===== config.mk =====
export PLATFORM = sky130hd
export DESIGN_NAME = spi_byte_receiver_flat
export DESIGN_NICKNAME = d
export VERILOG_FILES = /design/src/rtl/spi_pkg.sv /design/src/rtl/spi_byte_receiver_if.sv /design/src/rtl/sync_fifo.sv /design/src/rtl/spi_byte_receiver.sv /design/src/flat_wrapper.sv
export SDC_FILE = /design/constraint.sdc
export NUM_CORES = 1
export LEC_CHECK = 0
export ABC_AREA = 1
export BUFFER_PORTS_ARGS = -buffer_cell sky130_fd_sc_hd__buf_2
export CAP_MARGIN = 30
export CORE_UTILIZATION = 40
export DETAILED_ROUTE_END_ITERATION = 12
export GPL_TIMING_DRIVEN = 1
export HOLD_SLACK_MARGIN = 0.05
export MAX_ROUTING_LAYER = met4
export PLACE_DENSITY = 0.67
export SYNTH_ARGS = -nofsm -noshare
export SYNTH_HDL_FRONTEND = slang
export SYNTH_HIERARCHICAL = 1
export SYNTH_SLANG_ARGS = --single-unit

===== constraint.sdc =====
create_clock -name clk -period 5.2 [get_ports clk]
set_input_delay 0.78 -clock clk [delete_from_list [all_inputs] [get_ports clk]]
set_output_delay 0.78 -clock clk [all_outputs]
set_load 0.05 [all_outputs]

===== src/rtl/spi_pkg.sv =====
// Shared constants and types for the SPI byte receiver slice.
package spi_pkg;

    localparam int SPI_BITS    = 8;
    localparam int SYNC_STAGES = 2;

    typedef enum logic {
        IDLE,
        SHIFT
    } rxState_t;

endpackage


===== src/rtl/spi_byte_receiver_if.sv =====
// Pin-level SPI input, FIFO read handshake, latch output and error flags of the receiver.
interface spi_byte_receiver_if;

    logic                         sck;
    logic                         mosi;
    logic                         load;
    logic [spi_pkg::SPI_BITS-1:0] rd_data;
    logic                         rd_valid;
    logic                         rd_ready;
    logic [spi_pkg::SPI_BITS-1:0] out_q;
    logic                         out_strobe;
    logic                         overrun;
    logic                         frame_err;
    logic                         err_clr;

    modport slave (
        input  sck, mosi, load, rd_ready, err_clr,
        output rd_data, rd_valid, out_q, out_strobe, overrun, frame_err
    );

    modport master (
        output sck, mosi, load, rd_ready, err_clr,
        input  rd_data, rd_valid, out_q, out_strobe, overrun, frame_err
    );

endinterface


===== src/rtl/sync_fifo.sv =====
// Register-based first-word-fall-through FIFO; pointers carry an extra wrap bit for full/empty.
module sync_fifo #(
    parameter int DEPTH = 4,
    parameter int WIDTH = 8
) (
    input  logic             clk,
    input  logic             rst_n,
    input  logic             push_i,
    input  logic             pop_i,
    input  logic [WIDTH-1:0] wdata_i,
    output logic [WIDTH-1:0] rdata_o,
    output logic             full_o,
    output logic             empty_o
);

    localparam int AW = $clog2(DEPTH);

    logic [WIDTH-1:0] mem_q [DEPTH];
    logic [AW:0]      wrPtr_q;
    logic [AW:0]      rdPtr_q;
    logic             doPush;
    logic             doPop;

    assign empty_o = (wrPtr_q == rdPtr_q);
    assign full_o  = (wrPtr_q[AW] != rdPtr_q[AW]) && (wrPtr_q[AW-1:0] == rdPtr_q[AW-1:0]);
    assign doPop   = pop_i & ~empty_o;
    // A push into a full FIFO is still accepted when the head leaves in the same cycle.
    assign doPush  = push_i & (~full_o | doPop);
    assign rdata_o = mem_q[rdPtr_q[AW-1:0]];

    always_ff @(posedge clk or negedge rst_n) begin
        if (!rst_n) begin
            wrPtr_q <= '0;
            rdPtr_q <= '0;
            for (int i = 0; i < DEPTH; i++) begin
                mem_q[i] <= '0;
            end
        end else begin
            if (doPush) begin
                mem_q[wrPtr_q[AW-1:0]] <= wdata_i;
                wrPtr_q                <= wrPtr_q + 1'b1;
            end
            if (doPop) begin
                rdPtr_q <= rdPtr_q + 1'b1;
            end
        end
    end

endmodule


===== src/rtl/spi_byte_receiver.sv =====
// Oversampling SPI target: MSB-first byte deserialiser feeding a FIFO, with a 595-style
// output latch on load and sticky overrun/framing flags.
module spi_byte_receiver
    import spi_pkg::*;
#(
    parameter int                  FIFO_DEPTH  = 4,
    parameter bit                  INVERT_MOSI = 1'b1,
    parameter logic [SPI_BITS-1:0] OUT_RESET   = 8'h00
) (
    input logic                 clk,
    input logic                 rst_n,
    spi_byte_receiver_if.slave  bus
);

    localparam int            CW   = $clog2(SPI_BITS);
    localparam logic [CW-1:0] LAST = CW'(SPI_BITS - 1);

    logic [SYNC_STAGES:0]   sckSync_q;
    logic [SYNC_STAGES:0]   loadSync_q;
    logic [SYNC_STAGES-1:0] mosiSync_q;

    rxState_t            state_q,     state_d;
    logic [CW-1:0]       bitCnt_q,    bitCnt_d;
    logic [SPI_BITS-1:0] shreg_q,     shreg_d;
    logic [SPI_BITS-1:0] lastByte_q,  lastByte_d;
    logic [SPI_BITS-1:0] outQ_q,      outQ_d;
    logic                outStrobe_q, outStrobe_d;
    logic                overrun_q,   overrun_d;
    logic                frameErr_q,  frameErr_d;

    logic                sckRise;
    logic                loadRise;
    logic                rxBit;
    logic                push;
    logic                fifoFull;
    logic                fifoEmpty;
    logic [CW-1:0]       cntWork;
    logic [SPI_BITS-1:0] shWork;

    assign sckRise  = sckSync_q[SYNC_STAGES-1]  & ~sckSync_q[SYNC_STAGES];
    assign loadRise = loadSync_q[SYNC_STAGES-1] & ~loadSync_q[SYNC_STAGES];
    assign rxBit    = mosiSync_q[SYNC_STAGES-1] ^ INVERT_MOSI;

    always_ff @(posedge clk or negedge rst_n) begin
        if (!rst_n) begin
            sckSync_q   <= '0;
            loadSync_q  <= '0;
            mosiSync_q  <= '0;
            state_q     <= IDLE;
            bitCnt_q    <= '0;
            shreg_q     <= '0;
            lastByte_q  <= '0;
            outQ_q      <= OUT_RESET;
            outStrobe_q <= 1'b0;
            overrun_q   <= 1'b0;
            frameErr_q  <= 1'b0;
        end else begin
            sckSync_q   <= {sckSync_q[SYNC_STAGES-1:0],  bus.sck};
            loadSync_q  <= {loadSync_q[SYNC_STAGES-1:0], bus.load};
            mosiSync_q  <= {mosiSync_q[SYNC_STAGES-2:0], bus.mosi};
            state_q     <= state_d;
            bitCnt_q    <= bitCnt_d;
            shreg_q     <= shreg_d;
            lastByte_q  <= lastByte_d;
            outQ_q      <= outQ_d;
            outStrobe_q <= outStrobe_d;
            overrun_q   <= overrun_d;
            frameErr_q  <= frameErr_d;
        end
    end

    // Load is resolved before the sck bit, except that a completing 8th bit beats the load.
    always_comb begin
        lastByte_d  = lastByte_q;
        outQ_d      = outQ_q;
        outStrobe_d = 1'b0;
        frameErr_d  = frameErr_q & ~bus.err_clr;
        overrun_d   = overrun_q & ~bus.err_clr;
        push        = 1'b0;
        cntWork     = bitCnt_q;
        shWork      = shreg_q;

        if (loadRise && (state_q == SHIFT) && !(sckRise && (bitCnt_q == LAST))) begin
            frameErr_d = 1'b1;
            cntWork    = '0;
            shWork     = '0;
        end

        shreg_d  = shWork;
        bitCnt_d = cntWork;
        if (sckRise) begin
            shreg_d = {shWork[SPI_BITS-2:0], rxBit};
            if (cntWork == LAST) begin
                push       = 1'b1;
                lastByte_d = shreg_d;
                bitCnt_d   = '0;
            end else begin
                bitCnt_d = cntWork + 1'b1;
            end
        end

        if (loadRise) begin
            outQ_d      = lastByte_d;
            outStrobe_d = 1'b1;
        end

        if (push && fifoFull && !bus.rd_ready) begin
            overrun_d = 1'b1;
        end

        state_d = (bitCnt_d == '0) ? IDLE : SHIFT;
    end

    sync_fifo #(
        .DEPTH (FIFO_DEPTH),
        .WIDTH (SPI_BITS)
    ) u_fifo (
        .clk     (clk),
        .rst_n   (rst_n),
        .push_i  (push),
        .pop_i   (bus.rd_ready),
        .wdata_i (shreg_d),
        .rdata_o (bus.rd_data),
        .full_o  (fifoFull),
        .empty_o (fifoEmpty)
    );

    assign bus.rd_valid   = ~fifoEmpty;
    assign bus.out_q      = outQ_q;
    assign bus.out_strobe = outStrobe_q;
    assign bus.overrun    = overrun_q;
    assign bus.frame_err  = frameErr_q;

endmodule

===== src/flat_wrapper.sv =====
// flat-port wrapper written by rule: the top's interface ports become plain ports
module spi_byte_receiver_flat import spi_pkg::*;
#(
    parameter int                  FIFO_DEPTH  = 4,
    parameter bit                  INVERT_MOSI = 1'b1,
    parameter logic [SPI_BITS-1:0] OUT_RESET   = 8'h00
)
  (clk, rst_n, bus_sck, bus_mosi, bus_load, bus_rd_ready, bus_err_clr, bus_rd_data, bus_rd_valid, bus_out_q, bus_out_strobe, bus_overrun, bus_frame_err);
  spi_byte_receiver_if bus_i ();
  input logic clk;
  input logic rst_n;
  input wire logic [$bits(bus_i.sck)-1:0] bus_sck;
  input wire logic [$bits(bus_i.mosi)-1:0] bus_mosi;
  input wire logic [$bits(bus_i.load)-1:0] bus_load;
  input wire logic [$bits(bus_i.rd_ready)-1:0] bus_rd_ready;
  input wire logic [$bits(bus_i.err_clr)-1:0] bus_err_clr;
  output wire logic [$bits(bus_i.rd_data)-1:0] bus_rd_data;
  output wire logic [$bits(bus_i.rd_valid)-1:0] bus_rd_valid;
  output wire logic [$bits(bus_i.out_q)-1:0] bus_out_q;
  output wire logic [$bits(bus_i.out_strobe)-1:0] bus_out_strobe;
  output wire logic [$bits(bus_i.overrun)-1:0] bus_overrun;
  output wire logic [$bits(bus_i.frame_err)-1:0] bus_frame_err;
  assign bus_i.sck = bus_sck;
  assign bus_i.mosi = bus_mosi;
  assign bus_i.load = bus_load;
  assign bus_i.rd_ready = bus_rd_ready;
  assign bus_i.err_clr = bus_err_clr;
  assign bus_rd_data = bus_i.rd_data;
  assign bus_rd_valid = bus_i.rd_valid;
  assign bus_out_q = bus_i.out_q;
  assign bus_out_strobe = bus_i.out_strobe;
  assign bus_overrun = bus_i.overrun;
  assign bus_frame_err = bus_i.frame_err;
  spi_byte_receiver #(.FIFO_DEPTH(FIFO_DEPTH), .INVERT_MOSI(INVERT_MOSI), .OUT_RESET(OUT_RESET)) u_core (.clk(clk), .rst_n(rst_n), .bus(bus_i));
endmodule

==> flow_results.org, run 1 <==
** Place
- Global placer's final weighted congestion :: roughly 0.84
- Half-perimeter wire length of the detailed placement result :: 4657 um
- Number of port buffers :: 26

** Timing
- The clock period could shrink to 3017 ps.
- For this run, the top clock speed supported by timing is around 330 MHz.
- Relative max-transition margin :: 52.57%
- Portion of the clock cycle consumed by the worst path in the final layout :: 58.03%
- Setup violations remaining at the end of the flow were counted as 0.
- RSZ-0062 raised after global routing :: false
- Worst Tran Pin Value :: 711.4 ps
- The number of hold violations in the final report is 0.
- Final setup TNS :: 0 ps
- Max-slew violations :: 0
- On the final layout, the worst clock skew is approximately 16 ps.

** Run
- Max-cap violations in this run came to 0.

** Drt
- Detail Route Antenna Nets :: 0
- Final wirelength :: approximately 7100 um
- The first TritonRoute pass finished after 4 iterations.
- After detailed routing, the average wire length per cell comes to 13.70 um.
- Starting DRC count in detailed routing :: approximately 120
- Drt via density :: between 5 and 6
- The final route contains around 2600 vias.
- In the routed design, unresolved DRC markers number 0.

** Floorplan
- Core Rows :: 33
- Starting density of the core :: 42.20%
- Core Region :: 8382 um2
- From bottom edge to top edge, the die measures 96.04 um.
- Area of the die :: between 9000 and 10000 um2
- Number of I/O pins :: 27
- The die is a little under 100 um wide.

** Worst setup path
- STA classifies the critical path endpoint as an output pin.
- Category of the critical setup timing path :: flop to output pin
- At the worst endpoint, the arrival time is around 2200 ps.
- Critical path data required time :: 4420 ps
- In this run the worst path has a maximum fanout of 20.
- Setup crit start kind :: flop

** Clock network
- The clock drives between 70 and 80 sinks.
- Clock-pin slew was measured on the worst setup and hold paths at 80 ps.
- Hold repair after CTS inserted 0 buffers.
- TritonCTS created 9 clock buffers.
- In this run the number of H-tree levels came out at 3.
- Post-CTS timing repair inserted 0 buffers for setup.
- The clock reaches the later pin of the worst-skew pair after 360 ps.
- Root buffer cell :: sky130_fd_sc_hd__clkbuf_8
- Resized cells post-CTS :: 0
- CTS max path bufs :: 2
- CTS tree :: done

** Synth
- Post-synth ARST share :: 100.0%
- Library cell with the largest summed area after synthesis :: sky130_fd_sc_hd__dfrtp_1
- For this run, the number of Yosys warnings is 6.
- Count of unique library cells instantiated by Yosys :: 30
- Syn Std Cell Area :: 3537 um2
- The synthesized design contains 0 enable-type register cells.
- The share of the Yosys chip area taken by registers is roughly 54%.
- Nets in the synthesized netlist :: 405
- After synthesis the netlist holds a flip-flop and latch count of 77.
- Syn Inst Count :: 391
- Dominant cells by area after synthesis :: sky130_fd_sc_hd__dfrtp_1 54%, sky130_fd_sc_hd__nand2_1 14%, sky130_fd_sc_hd__nand4_1 6.0%
- Summed over its instances, the top area cell type makes up 54.47% of the synthesized netlist area.
- Mapped Avg Cell Area :: 9.046 um2
- For this run, the leading register cell type out of synthesis is sky130_fd_sc_hd__dfrtp_1.

** Pwr
- The clock network burns 25.0% of the power.
- Power density over cell area :: 472.4 nW/um2
- Internal Power :: between 0.001 and 0.0015 W
- Net switching power figure :: 0.0007828 W
- Net switching is 42.38% of the power.
- Per report_power, the sequential group accounts for roughly two fifths of the total.
- Highest ir drop seen on vdd :: 229.8 uV
- For this design the static power due to leakage is about 2.1 nW.
- Power share of the combinational group :: 35.4%

** GRT
- Number of global-route vias before repair :: about 2600
- Pin count of the biggest net entering global routing :: 78
- Global Route Usage Sum :: a little under a fifth
- Wire length of the first global-routing pass :: 12210 um
- For this run the aggregate overflow at the end of global routing stands at 0.
- Number of antenna violations at the first check in global routing :: 0

** Run status
- Result of the run :: finished, final reports clean

** Finish
- Compared with the post-synthesis result, the final layout area differs by 10.54%.
- # nets final :: 425
- In the final layout, the share of cells above drive strength 1 is 17.07%.
- Diodes inserted :: 0
- Layout Utilization :: 46.65%

** Worst hold path
- Worst hold path class :: primary input to asynchronous set/reset pin
critical path, stage by stage (launching register included):
cell,delay [ps]
sky130_fd_sc_hd__dfrtp_1,810
sky130_fd_sc_hd__inv_1,440
sky130_fd_sc_hd__o21ai_0,320
sky130_fd_sc_hd__o22ai_1,100
sky130_fd_sc_hd__buf_2,220
cell usage in the layout, fill, tap and decap left out, drive strengths merged:
| master | synthesis | final |
|---|---|---|
| clkinv | 1 | 3 |
| nand4 | 35 | 35 |
| ha | 7 | 7 |
| clkinvlp | 0 | 1 |
| nor2 | 18 | 18 |
| xnor2 | 2 | 2 |
| o21ai | 25 | 25 |
| nand2 | 143 | 143 |
| buf | 14 | 28 |
| o22ai | 9 | 9 |
| inv | 23 | 25 |
| and3 | 1 | 1 |
| nand3 | 29 | 29 |
| or2 | 2 | 2 |
| bufinv | 0 | 1 |
| clkbuf | 5 | 10 |
| dfrtp | 77 | 77 |
cell usage after synthesis (4+ instances only):
library cell	instances
sky130_fd_sc_hd__nand3_2	7
sky130_fd_sc_hd__o22ai_1	9
sky130_fd_sc_hd__o21ai_1	5
sky130_fd_sc_hd__nand2_2	8
sky130_fd_sc_hd__o21ai_0	20
sky130_fd_sc_hd__nand4_1	34
sky130_fd_sc_hd__clkbuf_1	5
sky130_fd_sc_hd__inv_1	20
sky130_fd_sc_hd__ha_1	7
sky130_fd_sc_hd__buf_2	4
sky130_fd_sc_hd__nor2_1	17
sky130_fd_sc_hd__buf_6	5
sky130_fd_sc_hd__dfrtp_1	77
sky130_fd_sc_hd__nand3_1	21
sky130_fd_sc_hd__nand2_1	132
through the flow:
| step | cells | power, W | setup slack (ps) | hold WS, ps | area, um2 |
|---|---|---|---|---|---|
| 6_report | 521 | 0.001847 | 2183 | 214.0 | 3910 |
| 5_1_grt | 521 | 0.001960 | 2041 | 186.3 | 3910 |
| 4_1_cts | 520 | 0.001860 | 2199 | 354.0 | 3882 |
| 3_5_place_dp | 504 | 0.001389 | 2528 | 334.7 | 3676 |
| 3_3_place_gp | 504 | 0.001379 | 2604 | 335.7 | 3676 |
| 2_1_floorplan | 391 | 0.001262 | 2747 | 331.2 | 3537 |
cell families (layout without fill, tap and decap cells):
| kind of cell | after synthesis | count (layout) | synth area share (%) |
|---|---|---|---|
| XOR/XNOR | 2 | 2 | 0.7076 |
| AO/OA/AOI/OAI | 34 | 34 | 5.129 |
| buffers and inverters | 43 | 68 | 6.508 |
| AND/OR/NAND/NOR | 228 | 228 | 30.70 |
| flip-flops | 77 | 77 | 54.47 |
| adder cells (fa/ha/maj) | 7 | 7 | 2.476 |
power by group through the flow:
stage                     combinational (W)  sequential [W]  clock [W]
final                              0.000654        0.000731   0.000462
after global routing               0.000720        0.000740   0.000500
after CTS                          0.000652        0.000730   0.000479
after detailed placement           0.000649        0.000740          0
after global placement             0.000641        0.000739          0
after floorplan                    0.000528        0.000734          0
area by class of cell:
type	instances	area (um2)
repair buffers	28	167.7
well taps	105	131.4
flip-flops and latches	77	1927
fillers	805	4472
clock inverters	6	68.82
inverters	24	97.59
clock buffers	10	137.6
multi-input cells	271	1380
state kept, by name (all words and copies together), names as in the netlist:
register,cells
u_core/mosiSync_q,2
u_core/sckSync_q,3
u_core/u_fifo/rdPtr_q,3
u_core/u_fifo/mem_q,32
u_core/shreg_q,8
u_core/bus.overrun,1
u_core/bus.frame_err,1
u_core/u_fifo/wrPtr_q,3
u_core/bitCnt_q,3
u_core/loadSync_q,3
u_core/bus.out_q,8
u_core/state_q,1
u_core/lastByte_q,8
u_core/bus.out_strobe,1
per-layer routing:
layer	up-vias	track usage, %	part of all wire, %
met5	-	-	0
li1	1331	-	-
met2	56	26.71	44
met4	0	7.711	1.4
met3	10	4.581	4.6
met1	1212	23.72	49
path summary, 6_finish.rpt:
check,cells past startpoint,start,slack [ps],to
max,4,u_core/u_fifo/rdPtr_q[0],2180,bus_rd_data[0]
min,1,rst_n,210,u_core/u_fifo/rdPtr_q[0]
max reg2reg,14,u_core/sckSync_q[2],2480,u_core/u_fifo/mem_q[14]
min reg2reg,0,u_core/mosiSync_q[0],350,u_core/mosiSync_q[1]
max in group asynchronous,2,rst_n,4430,u_core/bus.out_q[1]
min in group clk,0,u_core/mosiSync_q[0],350,u_core/mosiSync_q[1]
No activity file was read; power rests on OpenSTA's default activity.
==> inputs of run 2 (changes only) <==
--- a/config.mk
+++ b/config.mk
@@ -5,7 +5,7 @@
 export SDC_FILE = /design/constraint.sdc
 export NUM_CORES = 1
 export LEC_CHECK = 0
-export ABC_AREA = 1
+export ABC_AREA = 0
 export BUFFER_PORTS_ARGS = -buffer_cell sky130_fd_sc_hd__buf_2
 export CAP_MARGIN = 30
 export CORE_UTILIZATION = 40
==> constraint.sdc (replaced) <==
create_clock -name clk -period 2.8 [get_ports clk]
set_input_delay 0.42 -clock clk [delete_from_list [all_inputs] [get_ports clk]]
set_output_delay 0.42 -clock clk [all_outputs]
set_load 0.05 [all_outputs]
==> flow_results.org, run 2 <==
** Run status
- The flow ran to the end, and the final reports show no timing, DRC or antenna violations.

** Clock network
- CTS max path bufs :: 2
- Buffers inserted during clock tree synthesis total 9.
- For the worst-skew pair, the clock arrives at the later sink with an insertion delay of 350 ps.
- H-tree levels :: 3
- The tree is rooted in a sky130_fd_sc_hd__clkbuf_8.
- TritonCTS built the clock tree.
- Clock edge transition at the registers on the reported setup and hold paths :: about 70 ps
- The clock drives 77 sinks.

** Synth
- The share of the Yosys chip area taken by registers is 56.14%.
- Dominant cells by area after synthesis :: sky130_fd_sc_hd__dfrtp_1 56%, sky130_fd_sc_hd__mux2_2 11%, sky130_fd_sc_hd__mux4_2 5.2%
- The number of nets in the synthesized netlist is 265.
- Among all cell types in the netlist, the one instantiated most often is sky130_fd_sc_hd__dfrtp_1.
- In this run the cell area of the synthesized design comes to 3432 um2.
- After synthesis, the largest area contributor takes up a little under three fifths of total cell area.
- Library cell with the largest summed area after synthesis :: sky130_fd_sc_hd__dfrtp_1
- Warning count from the yosys run :: 6
- In this run, synthesis produced a sequential element count of 77.
- Mapped Avg Cell Area :: 13.67 um2
- In the synthesized netlist the async set-or-reset flop fraction comes to 100.0%.
- Count of unique library cells instantiated by Yosys :: 38
- Number of flops mapped to enable cells by yosys :: 0
- After technology mapping, the gate count stands at 251.
- In the synthesized netlist, the cells that appear most often are 77 x sky130_fd_sc_hd__dfrtp_1, 34 x sky130_fd_sc_hd__mux2_2, 34 x sky130_fd_sc_hd__nand2_1.
- Ys flop type :: sky130_fd_sc_hd__dfrtp_1

** Place
- Global placer's final weighted congestion :: about 0.8
- Setup WS pre-CTS :: 98.67 ps
- Half-perimeter wire length of the detailed placement result :: 4091 um
- Number of port buffers :: 26
- Placed Instances :: between 300 and 400
- Dpl cell area :: ~3700 um2

** Drt
- Final wirelength :: 6044 um
- Iteration count of the initial detailed-routing pass :: 4
- Summing over every cut layer, the via total after detailed routing is approximately 2000.
- Post-route DRC :: 0
- After detailed routing, the average wire length per cell comes to 15.34 um.
- The count of nets left with antenna violations once routing finished came out at 0.
- Starting DRC count in detailed routing :: 83
- Drt via density :: 5.058

** Finish
- Diodes inserted :: 0
- The register with the most flip-flops in the layout has 32 of them.
- Final std cell area, no fill :: 3899 um2
- Leaving out fill and tap cells, the most frequent cell in the layout is sky130_fd_sc_hd__dfrtp_1.
- From synthesis to final layout, the design area changed by 13.60%.
- In the layout the commonest cells are 77 x sky130_fd_sc_hd__dfrtp_1, 34 x sky130_fd_sc_hd__nand2_1, 34 x sky130_fd_sc_hd__mux2_2.
- Number of standard cells in the layout, taps in and fillers out :: between 300 and 400
- # nets final :: 298
- u_core/u_fifo/mem_q holds more flip-flops than any other register.
- Fraction of layout cells with a size suffix above 1 :: 34.95%

** Floorplan
- Starting density of the core :: 41.56%
- Die Wd :: 94.63 um
- The total area inside the core boundary comes to 8258 um2.
- The floorplan step set the die height to 94.63 um.
- The initialized floorplan defines 33 standard-cell rows.
- The die covers 8955 um2.
- Number of I/O pins :: 27

** Run
- # Max-Cap Violations :: 0

** Worst hold path
- The path class of the tightest hold or removal check is primary input to flop.

** Timing
- Final hold analysis gives a worst-case slack of ~180 ps.
- Worst Tran Pin Value :: 834.6 ps
- Derived from the worst setup path, the maximum achievable clock frequency is 390.4 MHz.
- Final setup TNS :: 0 ps
- Final worst setup slack :: 238.8 ps
- The worst path needs around 2600 ps of the cycle, external delays included.
- Skew final :: between 8 and 9 ps
- Headroom to the max-slew limit came out at 44.17%.
- Setup repair after global routing left no endpoint under its margin.
- Final number of hold-violating endpoints :: 0
- Portion of the clock cycle consumed by the worst path in the final layout :: about 91%
- Setup violations remaining at the end of the flow were counted as 0.
- The number of pins with negative max-slew slack in the final report was 0.

** Worst setup path
- The worst setup path is launched from a flop.
- STA puts the critical path data required time at 3030 ps.
- Worst setup EP type :: flop
- Reg-to-reg setup timing slack :: 240 ps
- Arrival time reported for the critical path endpoint :: around 2800 ps
- The critical path is of the flop to flop type.
- Of all nets on the critical path, the largest fanout is 14.

** Pwr
- Leak pwr :: 1.894 nW
- In this run the power spent charging and discharging nets is roughly 0.00099 W.
- The internal power of the cells totals 0.001891 W.
- Part of the total power dissipated in sequential elements :: 46.0%
- Switching power as a share of total power :: 34.25%
- Power share of the combinational group :: 24.7%
- Highest ir drop seen on vdd :: 261.8 uV
- Dividing total power by cell area gives a power density of 737.7 nW/um2.
- Fraction of power consumed by the clock network :: 29.3%

** GRT
- Congestion Overflow GR :: 0
- The initial antenna violation count came to 0.
- For this run, the total global-route usage over all layers was measured as 16.11%.
- Number of global-route vias before repair :: 1982
- The first global-routing pass estimated 10410 um of wire.
- Pin count of the biggest net entering global routing :: 78
## run 2: cell types whose count changed in the layout (fill, tap and decap cells not counted), moves of 15 or more
cell,previous run,this run
sky130_fd_sc_hd__inv_1,20,5
sky130_fd_sc_hd__mux2_2,0,34
sky130_fd_sc_hd__nand2_1,132,34
sky130_fd_sc_hd__nand3_1,21,4
sky130_fd_sc_hd__nand4_1,34,0
sky130_fd_sc_hd__o21ai_0,20,1
## run 2: what timing repair did
item	4_1_cts	5_1_grt
hold buffers	0	1
setup endpoints to repair	0	21
setup buffers	0	1
gates resized for setup	0	1
endpoints found under the hold margin	0	2
## run 2: kinds of logic after synthesis
kind of cell               Yosys count  share of synthesized area [%]
buffers and inverters               16                          2.588
xor gates and xnor gates             8                          3.026
adders and majority gates            7                          2.552
AOI/OAI and AO/OA                   38                          10.21
muxes                               42                          16.41
and+or+nand+nor                     63                          9.078
DFF                                 77                          56.14
## run 2: power groups by stage
stage | logic [W] | registers [W] | clock network [W]
4_1_cts | 0.000715 | 0.00132 | 0.000864
5_1_grt | 0.000782 | 0.00134 | 0.000922
3_5_place_dp | 0.000711 | 0.00134 | 0
2_1_floorplan | 0.000509 | 0.00137 | 0
3_3_place_gp | 0.000703 | 0.00134 | 0
6_report | 0.000710 | 0.00132 | 0.000844
## run 2: worst max-delay path: stages, from the launching register on
cell and delay [ps]:
sky130_fd_sc_hd__dfrtp_1 420, sky130_fd_sc_hd__and3_1 370, sky130_fd_sc_hd__a21oi_4 100, sky130_fd_sc_hd__nor2b_1 120
sky130_fd_sc_hd__ha_1 160, sky130_fd_sc_hd__ha_1 190, sky130_fd_sc_hd__nand3b_4 140, sky130_fd_sc_hd__inv_2 200
sky130_fd_sc_hd__and2_1 200, sky130_fd_sc_hd__o41ai_4 190, sky130_fd_sc_hd__mux2_2 340
## run 2: path summary, 6_finish.rpt
kind / endpoint / cells after the start / startpoint
setup / recovery: u_core/u_fifo/mem_q[6] / 10 / u_core/bitCnt_q[0]
hold / removal: u_core/mosiSync_q[0] / 1 / bus_mosi
setup reg to reg: u_core/u_fifo/mem_q[6] / 10 / u_core/bitCnt_q[0]
hold reg to reg: u_core/sckSync_q[1] / 0 / u_core/sckSync_q[0]
max in group asynchronous: u_core/u_fifo/mem_q[10] / 3 / rst_n
min in group asynchronous: u_core/loadSync_q[0] / 2 / rst_n
## run 2: metrics by stage
stage | util, % | power [W]
after floorplan | - | 0.001882
after global placement | 44.23 | 0.002043
after detailed placement | 44.23 | 0.002055
after CTS | 46.65 | 0.002901
after global routing | 47.21 | 0.003043
final | 47.21 | 0.002876
## run 2: routing by layer
layer	GRT usage [%]	wire length (um)	vias to the layer above
met5	-	0	-
met2	22.66	2748	26
met3	3.221	177	6
met1	22.48	3013	992
li1	-	-	969
met4	7.197	106	0
## run 2: layout make-up
class | count | area [um2]
Clock buffer | 10 | 137.6
Clock inverter | 6 | 62.56
Fill cell | 756 | 4359
Inverter | 6 | 22.52
Multi-Input combinational cell | 158 | 1418
Sequential cell | 77 | 1927
Tap cell | 105 | 131.4
Timing Repair Buffer | 32 | 200.2
